**src/rtl/scr1_imem_tcm_bridge.sv**
```systemverilog
// ---------------------------------------------------------------------------
// scr1_memif_pkg / scr1_imem_tcm_bridge
//
// Purpose:
//   Instruction-side memory target placed directly downstream of the core's
//   IMEM request port. Core fetches arrive over the SCR1 memif req/ack/resp
//   handshake. They are mapped onto a single-ported synchronous TCM SRAM
//   that has a fixed read latency and a grant shared with other masters.
//   Illegal fetches (writes, misaligned addresses, addresses outside the TCM
//   window) are acked at once without touching the SRAM. They come back as
//   in-order error responses. The first faulting address is latched for
//   software. One fetch per cycle is sustained, with up to READ_LAT fetches
//   in flight.
//
// Ports:
//   clk, rst              core clock, asynchronous active-high reset
//   core2imem_req_i       fetch request
//   core2imem_cmd_i       command (only reads are legal)
//   core2imem_addr_i      byte address
//   imem2core_req_ack_o   request accepted this cycle (combinational)
//   imem2core_rdata_o     fetch data (zero unless an OK response)
//   imem2core_resp_o      NOTRDY / RDY_OK / RDY_ER
//   sram_req_o            SRAM read request (combinational)
//   sram_addr_o           SRAM word address
//   sram_gnt_i            shared SRAM port granted this cycle
//   sram_rdata_i          SRAM data, valid READ_LAT cycles after a grant
//   err_vld_o             sticky error-seen flag
//   err_addr_o            address of the first erroring request
//   err_clr_i             clears err_vld_o (a same-cycle capture wins)
// ---------------------------------------------------------------------------

package scr1_memif_pkg;

  typedef enum logic {
    SCR1_MEM_CMD_RD = 1'b0,
    SCR1_MEM_CMD_WR = 1'b1
  } type_scr1_mem_cmd_e;

  typedef enum logic [1:0] {
    SCR1_MEM_RESP_NOTRDY = 2'b00,
    SCR1_MEM_RESP_RDY_OK = 2'b01,
    SCR1_MEM_RESP_RDY_ER = 2'b10
  } type_scr1_mem_resp_e;

endpackage

module scr1_imem_tcm_bridge
  import scr1_memif_pkg::*;
#(
  parameter int                     IMEM_AWIDTH = 32,
  parameter int                     IMEM_DWIDTH = 32,
  parameter int                     TCM_AWIDTH  = 14,
  parameter logic [IMEM_AWIDTH-1:0] TCM_BASE    = 32'hF000_0000,
  parameter int                     READ_LAT    = 1
) (
  input  logic                   clk,
  input  logic                   rst,

  input  logic                   core2imem_req_i,
  input  type_scr1_mem_cmd_e     core2imem_cmd_i,
  input  logic [IMEM_AWIDTH-1:0] core2imem_addr_i,
  output logic                   imem2core_req_ack_o,
  output logic [IMEM_DWIDTH-1:0] imem2core_rdata_o,
  output type_scr1_mem_resp_e    imem2core_resp_o,

  output logic                   sram_req_o,
  output logic [TCM_AWIDTH-1:0]  sram_addr_o,
  input  logic                   sram_gnt_i,
  input  logic [IMEM_DWIDTH-1:0] sram_rdata_i,

  output logic                   err_vld_o,
  output logic [IMEM_AWIDTH-1:0] err_addr_o,
  input  logic                   err_clr_i
);

  // First address bit above the TCM window; everything from here up must
  // match the window base for a fetch to land in the TCM.
  localparam int WIN_LSB = TCM_AWIDTH + 2;

  logic                   w_isRead;
  logic                   w_aligned;
  logic                   w_inWindow;
  logic                   w_legal;
  logic                   w_accept;
  logic                   w_errCapture;

  logic [READ_LAT-1:0]    r_pipeVld;
  logic [READ_LAT-1:0]    r_pipeErr;
  logic                   r_errVld;
  logic [IMEM_AWIDTH-1:0] r_errAddr;

  // Request decode and handshake. Illegal requests never reach the SRAM, so
  // they do not wait for the shared grant and are acked immediately. Nothing
  // is remembered about a denied request: the core holds it stable and we
  // simply re-evaluate it next cycle.
  always_comb begin
    w_isRead     = (core2imem_cmd_i == SCR1_MEM_CMD_RD);
    w_aligned    = (core2imem_addr_i[1:0] == 2'b00);
    w_inWindow   = (core2imem_addr_i[IMEM_AWIDTH-1:WIN_LSB] ==
                    TCM_BASE[IMEM_AWIDTH-1:WIN_LSB]);
    w_legal      = w_isRead & w_aligned & w_inWindow;

    sram_req_o   = core2imem_req_i & w_legal;
    sram_addr_o  = core2imem_addr_i[WIN_LSB-1:2];

    w_accept     = core2imem_req_i & (~w_legal | sram_gnt_i);
    imem2core_req_ack_o = w_accept;

    // A capture is allowed when nothing is latched yet, or when software is
    // clearing in this very cycle, so the newer fault replaces the old one.
    w_errCapture = w_accept & ~w_legal & (~r_errVld | err_clr_i);
  end

  // Response pipeline: one {vld, err} slot per cycle of SRAM latency. It
  // shifts unconditionally because the SRAM data cannot be held back, which
  // keeps OK and ER responses in strict acceptance order.
  always_ff @(posedge clk or posedge rst) begin
    if (rst) begin
      r_pipeVld <= '0;
      r_pipeErr <= '0;
    end else begin
      r_pipeVld[0] <= w_accept;
      r_pipeErr[0] <= ~w_legal;
      for (int i = 1; i < READ_LAT; i++) begin
        r_pipeVld[i] <= r_pipeVld[i-1];
        r_pipeErr[i] <= r_pipeErr[i-1];
      end
    end
  end

  // Output stage. SRAM data is passed straight through on OK responses and
  // forced to zero otherwise, so stale SRAM contents never leak to the core.
  always_comb begin
    imem2core_resp_o  = SCR1_MEM_RESP_NOTRDY;
    imem2core_rdata_o = '0;
    if (r_pipeVld[READ_LAT-1]) begin
      if (r_pipeErr[READ_LAT-1]) begin
        imem2core_resp_o = SCR1_MEM_RESP_RDY_ER;
      end else begin
        imem2core_resp_o  = SCR1_MEM_RESP_RDY_OK;
        imem2core_rdata_o = sram_rdata_i;
      end
    end
  end

  // Sticky error record. The address stays frozen while the flag is set, so
  // software always sees the first fault since the last clear.
  always_ff @(posedge clk or posedge rst) begin
    if (rst) begin
      r_errVld  <= 1'b0;
      r_errAddr <= '0;
    end else if (w_errCapture) begin
      r_errVld  <= 1'b1;
      r_errAddr <= core2imem_addr_i;
    end else if (err_clr_i) begin
      r_errVld  <= 1'b0;
    end
  end

  assign err_vld_o  = r_errVld;
  assign err_addr_o = r_errAddr;

endmodule

```
**config.mk**
```make
export PLATFORM = sky130hd
export DESIGN_NAME = scr1_imem_tcm_bridge
export DESIGN_NICKNAME = d
export VERILOG_FILES = /design/src/rtl/scr1_imem_tcm_bridge.sv
export SDC_FILE = /design/constraint.sdc
export NUM_CORES = 1
export LEC_CHECK = 0
export ABC_AREA = 0
export CORE_UTILIZATION = 33
export CTS_CLUSTER_SIZE = 40
export DETAILED_ROUTE_END_ITERATION = 7
export GPL_TIMING_DRIVEN = 1
export PLACE_DENSITY = 0.85
export SLEW_MARGIN = 20
export SYNTH_ARGS = -nofsm -noshare
export SYNTH_HDL_FRONTEND = slang
export SYNTH_SLANG_ARGS = --single-unit
```
**constraint.sdc**
```tcl
create_clock -name clk -period 3.1 [get_ports clk]
set_input_delay 0.93 -clock clk [delete_from_list [all_inputs] [get_ports clk]]
set_output_delay 0.93 -clock clk [all_outputs]
set_load 0.02 [all_outputs]
```
==> impl_metrics.csv, run 1 <==
group,metric,value,unit
outcome,run_status,"finished clean",
yosys,synthesis.yosys.warnings,0,
routing,ant_nets,0,
routing,drt-initial-drc-count,11,
setup_path,cp_top_family,"buffers and inverters",
routing,dr_total_vias,1662,
floorplan,placeableCoreArea,4820,um^2
yosys,synthTopCellsByArea,"sky130_fd_sc_hd__dfrtp_1 (52%), sky130_fd_sc_hd__mux2_2 (16%), sky130_fd_sc_hd__and2_1 (12%)",
setup_path,critical_path.startpoint,"sram_rdata_i[15]",
setup_path,timing_worst_setup_path_type,"in -> out",
yosys,synth_area_per_cell,12.2,um^2
yosys,yosys_register_bits,35,
floorplan,die_w,73.6,um
hold_path,worstHoldStart,"err_addr_o[26]$_DFFE_PP0P_",
placed_design,dp.final_hpwl,3940,um
timing,fmax,0.330,GHz
setup_path,highest_delay_cell_along_the_critical_path,"sky130_fd_sc_hd__clkdlybuf4s50_1",
setup_path,start_kind,"input pin",
global_route,antenna_found_initial,0,
timing,setup-violations-final,0,
yosys,synth-compound-area-share,5.40,%
clock_tree,clk_transition_reported_paths,0.07,ns
placed_design,quantity_of_i_o_buffers_inserted_on_ports,152,
layout,regArea,876,um^2
clock_tree,clk-insertion-delay-late,0.28,ns
floorplan,std_cell_rows,25,
timing,finalWorstPathRequiredPeriod,3.03,ns
layout,final_common_cell,"sky130_fd_sc_hd__clkdlybuf4s50_1",
timing,final.period_utilization,97.9,%
yosys,synth_top_cell_by_area,"sky130_fd_sc_hd__dfrtp_1",
floorplan,die_h,73.6,um
yosys,synth.top_cell.area_share,51.8,%
clock_tree,cts.sink_count,35,
power_and_ir_drop,power_per_cell_area,385,nW/um^2
yosys,net_count_after_synthesis,209,
yosys,synth_area,1690,um^2
placed_design,dp_worst_setup_slack,-0.783,ns
floorplan,die_area,5420,um^2
power_and_ir_drop,worst_ir_drop_vdd,0.000368,V
setup_path,arrival,2.10,ns
layout,finish.net_count,382,
yosys,yosys.area_share.xor_xnor,0,%
global_route,global_route_wire_length_before_repair,7580,um
routing,drt-wirelength-per-cell,13.8,um
layout,antenna_cells,0,
yosys,synthSimpleGateAreaFrac,16.6,%
setup_path,register_to_register_setup_slack,1.77,ns
yosys,synth.mux.area_fraction,16.6,%
placed_design,gp_routability_congestion,0.756,
timing,worstMarginPinSlew,0.440,ns
layout,fillcell_total,357,
yosys,synth_top_family_by_area,"multiplexers",
timing,final_hold_viol_count,0,
clock_tree,cts_made_buffers,5,
timing,final.setup.worst_slack,0.0659,ns
setup_path,cp_common_cell,"sky130_fd_sc_hd__clkdlybuf4s50_1",
yosys,synthDistinctLibCells,20,
power_and_ir_drop,power_leakage,0.00154,uW
setup_path,critical_path.max_stage_delay,0.59,ns
timing,rsz0062_at_grt,"no",
global_route,grt_pass1_vias,1617,
setup_path,worst_ep_required_time,2.17,ns
layout,drive_above_1_share,25.6,%
yosys,post_synth_fa_ha_maj_area_fraction,0,%
setup_path,crit-reg2reg-launch,"err_vld_o$_DFFE_PP0P_",
global_route,largest_net_degree_at_the_start_of_global_routing,36,
flow_run,maxCapViolations,0,
layout,multi_input_area,698,um^2
hold_path,min-delay-path-class,"reg -> reg",
clock_tree,cts-root-buf,"sky130_fd_sc_hd__clkbuf_8",
setup_path,crit_path_cell_trace,"clkdlybuf4s50_1, and2_1, clkdlybuf4s50_1",
setup_path,worst_setup_path_end_kind,"output pin",
clock_tree,clock_tree.buffer_depth,2,
floorplan,ios,153,
floorplan,floorplan.initialDensity,35.1,%
timing,finalClockSkew,0.00473,ns
routing,initial_drt_pass_iterations,4,
layout,final_cell_mix,"sky130_fd_sc_hd__clkdlybuf4s50_1 (131), sky130_fd_sc_hd__dfrtp_1 (35), sky130_fd_sc_hd__buf_4 (34)",
clock_tree,clock_tree_from_tritoncts,"built",
yosys,netlist_instances,139,
layout,final_core_util,73.0,%
setup_path,worstPathBufferInverterCount,2,
yosys,synth_seq_area_share,51.8,%
global_route,grt_use_total,19.2,%
timing,finalMaxSlewViolations,0,
clock_tree,ctsHoldBuffers,0,
routing,viasPerCell,4.37,
routing,finalWirelength,5230,um
clock_tree,htreeDepth,2,
setup_path,crit_path_max_fanout,1,
layout,flow.area_growth_from_synthesis,108,%
timing,worst_slew_margin_rel,70.7,%
routing,remaining_drc_errors,0,
global_route,global_route.overflow_total,0,
Yosys cell counts (all sizes together):
cell type and instances:
a22o 8, and4 1, a21oi 1, nor2 2, nor2b 1, buf 17
dfrtp 35, mux2 25, o21ai 1, inv 3, nor4b 2, and2 33
nand4 3, o21a 1, nor4 1, nor3 1, nand3 1, clkbuf 3
final cells by class:
type	count	share of cell area (%)
Timing Repair Buffer	186	49.7
Sequential cell	35	24.9
Clock buffer	8	2.85
Inverter	3	0.320
Tap cell	67	2.38
Multi-Input combinational cell	81	19.9
power by group:
part,switching [uW],total [uW],internal (uW)
registers,30.6,549,518
logic,187,445,258
clock network,157,359,203
stage by stage:
stage                     instance area, um^2  TNS (ns)  cells  total power, uW  hold slack (ns)
after detailed placement                 3270     -1.56    354              998            0.484
after global routing                     3520         0    380             1410            0.515
after global placement                   3270     -1.39    354              990            0.482
after CTS                                3530         0    381             1370            0.503
after floorplan                          1690         0    139              746            0.611
final                                    3520         0    380             1350            0.496
flip-flops by register name, summed over array words and instances (netlist names):
register    count
err_addr_o     32
err_vld_o       1
r_pipeErr       1
r_pipeVld       1
kinds of logic after synthesis:
group / Yosys count
buffers and inverters: 23
AOI/OAI and AO/OA: 11
and+or+nand+nor: 45
muxes: 25
DFF: 35
layer usage:
metal,global-route usage [%],part of all wire [%]
met2,37.5,57
met4,5.98,0.67
met5,0,0
met3,5.90,8.0
met1,18.9,34
path summary, 6_finish.rpt:
path	end	cells past startpoint
hold / removal	err_addr_o[26]$_DFFE_PP0P_	1
setup reg to reg	err_addr_o[3]$_DFFE_PP0P_	4
min in group asynchronous	err_addr_o[5]$_DFFE_PP0P_	3
max in group asynchronous	err_addr_o[29]$_DFFE_PP0P_	3
setup / recovery	imem2core_rdata_o[15]	3
hold reg to reg	err_addr_o[26]$_DFFE_PP0P_	1
repair_timing:
item	4_1_cts	5_1_grt
endpoints found under the setup margin	2	3
resized for setup	32	21
pin swaps	8	8
buffers inserted	19	0
Power figures use the tool's default switching activity.
==> run 2: changes to the inputs <==
--- a/config.mk
+++ b/config.mk
@@ -6,6 +6,7 @@
 export NUM_CORES = 1
 export LEC_CHECK = 0
 export ABC_AREA = 0
+export CAP_MARGIN = 30
 export CORE_UTILIZATION = 33
 export CTS_CLUSTER_SIZE = 40
 export DETAILED_ROUTE_END_ITERATION = 7
==> results of run 2 <==
Final layout, timing and power as in run 1 (identical DEF).
==> run 3: changes to the inputs <==
--- a/config.mk
+++ b/config.mk
@@ -11,8 +11,9 @@
 export CTS_CLUSTER_SIZE = 40
 export DETAILED_ROUTE_END_ITERATION = 7
 export GPL_TIMING_DRIVEN = 1
+export MAX_ROUTING_LAYER = met4
 export PLACE_DENSITY = 0.85
-export SLEW_MARGIN = 20
+export SLEW_MARGIN = 10
 export SYNTH_ARGS = -nofsm -noshare
 export SYNTH_HDL_FRONTEND = slang
 export SYNTH_SLANG_ARGS = --single-unit
==> impl_metrics.csv, run 3 (synthesized netlist as in run 1, its figures left out) <==
group,metric,value,unit
outcome,run_status,"finished clean",
layout,final_common_cell,"sky130_fd_sc_hd__clkdlybuf4s50_1",
global_route,grt_use_total,19.8,%
floorplan,std_cell_rows,25,
global_route,global_route_wire_length_before_repair,7590,um
clock_tree,clk-insertion-delay-late,0.28,ns
power_and_ir_drop,power.net_switching,374,uW
timing,final.period_utilization,97.9,%
layout,finish.net_count,382,
layout,antenna_cells,0,
floorplan,floorplan.initialDensity,35.1,%
placed_design,placedInstanceArea,3270,um^2
timing,fmax,0.330,GHz
global_route,global_route.overflow_total,0,
floorplan,die_h,73.6,um
floorplan,die_w,73.6,um
routing,drt-wirelength-per-cell,13.8,um
global_route,global_route.usage.met3,5.35,%
power_and_ir_drop,power_per_cell_area,385,nW/um^2
power_and_ir_drop,power_frac_comb,32.9,%
routing,drt-initial-drc-count,14,
power_and_ir_drop,power.share.sequential,40.6,%
power_and_ir_drop,power_leakage,0.00155,uW
timing,finalClockSkew,0.00426,ns
layout,drive_above_1_share,25.6,%
layout,flip_flop_count_of_the_largest_register_all_copies_and_words_added,32,
placed_design,dp.final_hpwl,3940,um
setup_path,timing_worst_setup_path_type,"in -> out",
clock_tree,htreeDepth,2,
setup_path,crit_path_end,"imem2core_rdata_o[15]",
global_route,gr-max-usage-layer,"met2",
routing,viasPerCell,4.38,
setup_path,worstPathBufferInverterCount,2,
clock_tree,ctsHoldBuffers,0,
setup_path,cp_common_cell,"sky130_fd_sc_hd__clkdlybuf4s50_1",
placed_design,dp_worst_setup_slack,-0.783,ns
timing,finalMaxSlewViolations,0,
clock_tree,cts_made_buffers,5,
global_route,grt_pass1_vias,1615,
clock_tree,clock_tree_from_tritoncts,"built",
floorplan,ios,153,
timing,setup-violations-final,0,
setup_path,worst_setup_path_end_kind,"output pin",
routing,dr_total_vias,1665,
layout,final_cell_mix,"sky130_fd_sc_hd__clkdlybuf4s50_1 (131), sky130_fd_sc_hd__dfrtp_1 (35), sky130_fd_sc_hd__buf_4 (35)",
layout,post-route-cell-area,3520,um^2
setup_path,critical_path.startpoint,"sram_rdata_i[15]",
setup_path,register_to_register_setup_slack,1.77,ns
floorplan,placeableCoreArea,4820,um^2
flow_run,maxCapViolations,0,
setup_path,start_kind,"input pin",
setup_path,arrival,2.10,ns
placed_design,gp_routability_congestion,0.765,
global_route,antenna_found_initial,0,
routing,remaining_drc_errors,0,
power_and_ir_drop,clkPwrFrac,26.6,%
power_and_ir_drop,power.internal,979,uW
clock_tree,cts.sink_count,35,
setup_path,critical_path.max_stage_delay,0.59,ns
global_route,groute.layer.met1.usage,19.4,%
setup_path,rr_endpoint,"err_addr_o[3]$_DFFE_PP0P_",
timing,worst_slew_margin_rel,71.1,%
global_route,groute.layer.met2.usage,37.5,%
timing,rsz0062_at_grt,"no",
setup_path,worstSetupPathDepth,3,
setup_path,crit-reg2reg-launch,"err_vld_o$_DFFE_PP0P_",
placed_design,quantity_of_i_o_buffers_inserted_on_ports,152,
routing,ant_nets,0,
power_and_ir_drop,worst_ir_drop_vdd,0.000368,V
timing,final_hold_viol_count,0,
timing,finalWorstPathRequiredPeriod,3.03,ns
setup_path,highest_delay_cell_along_the_critical_path,"sky130_fd_sc_hd__clkdlybuf4s50_1",
power_and_ir_drop,power.switching_fraction,27.6,%
clock_tree,cts-root-buf,"sky130_fd_sc_hd__clkbuf_8",
floorplan,die_area,5420,um^2
setup_path,worst_ep_required_time,2.17,ns
setup_path,crit_path_max_fanout,1,
setup_path,cp_top_family,"buffers and inverters",
setup_path,crit_path_cell_trace,"clkdlybuf4s50_1, and2_1, clkdlybuf4s50_1",
hold_path,min-delay-path-class,"reg -> reg",
routing,initial_drt_pass_iterations,3,
layout,flow.area_growth_from_synthesis,108,%
placed_design,numPlacedInstances,354,
clock_tree,clock_tree.buffer_depth,2,
timing,final.setup.worst_slack,0.0659,ns
timing,worstMarginPinSlew,0.434,ns
layout,fin_cells,380,
clock_tree,clk_transition_reported_paths,0.07,ns
routing,finalWirelength,5230,um
setup_path,timing.reg2reg.worst_path_depth,4,
global_route,largest_net_degree_at_the_start_of_global_routing,36,
[run 3: area by class of cell]
type	count	area, um^2
fill	357	1300
multi-input combinational	81	698
timing repair buffer	186	1750
clock buffer	8	100
inverter	3	11.3
tap	67	83.8
sequential	35	876
[run 3: timing repair]
| item | in CTS | in global routing |
|---|---|---|
| gates cloned | 0 | 0 |
| setup buffers | 19 | 0 |
| endpoints found under the setup margin | 2 | 3 |
| gates resized for setup | 32 | 23 |
| pin swaps | 8 | 8 |
[run 3: per-stage QoR]
| step | hold slack, ns | utilization, % | power (uW) | setup TNS [ns] |
|---|---|---|---|---|
| 2_1_floorplan | 0.611 | - | 746 | 0 |
| 3_3_place_gp | 0.482 | 67.8 | 990 | -1.39 |
| 3_5_place_dp | 0.484 | 67.8 | 998 | -1.56 |
| 4_1_cts | 0.503 | 73.3 | 1370 | 0 |
| 5_1_grt | 0.515 | 73.1 | 1410 | 0 |
| 6_report | 0.497 | 73.1 | 1350 | 0 |
[run 3: worst min path at each step]
stage / slack (ns) / to / startpoint / depth (start not counted)
after detailed placement: 0.48 / err_addr_o[0]$_DFFE_PP0P_ / err_addr_o[0]$_DFFE_PP0P_ / 1
after global routing: 0.52 / err_addr_o[0]$_DFFE_PP0P_ / err_addr_o[0]$_DFFE_PP0P_ / 1
after floorplan: 0.61 / err_addr_o[0]$_DFFE_PP0P_ / err_addr_o[0]$_DFFE_PP0P_ / 1
after CTS: 0.50 / err_addr_o[23]$_DFFE_PP0P_ / err_addr_o[23]$_DFFE_PP0P_ / 1
after global placement: 0.48 / err_addr_o[23]$_DFFE_PP0P_ / err_addr_o[23]$_DFFE_PP0P_ / 1
final: 0.50 / err_addr_o[26]$_DFFE_PP0P_ / err_addr_o[26]$_DFFE_PP0P_ / 1
[run 3: per-layer routing]
layer,wire length [um],share of wire [%],vias up
li1,-,-,810
met1,1830,35,771
met2,2990,57,82
met3,371,7.1,2
met4,36,0.69,0
met5,0,0,-
[run 3: power by group through the flow]
stage | registers [uW] | logic [uW] | clock network [uW]
after floorplan | 633 | 114 | 0
after global placement | 554 | 436 | 0
after detailed placement | 557 | 441 | 0
after CTS | 549 | 449 | 369
after global routing | 556 | 469 | 389
final | 549 | 445 | 359
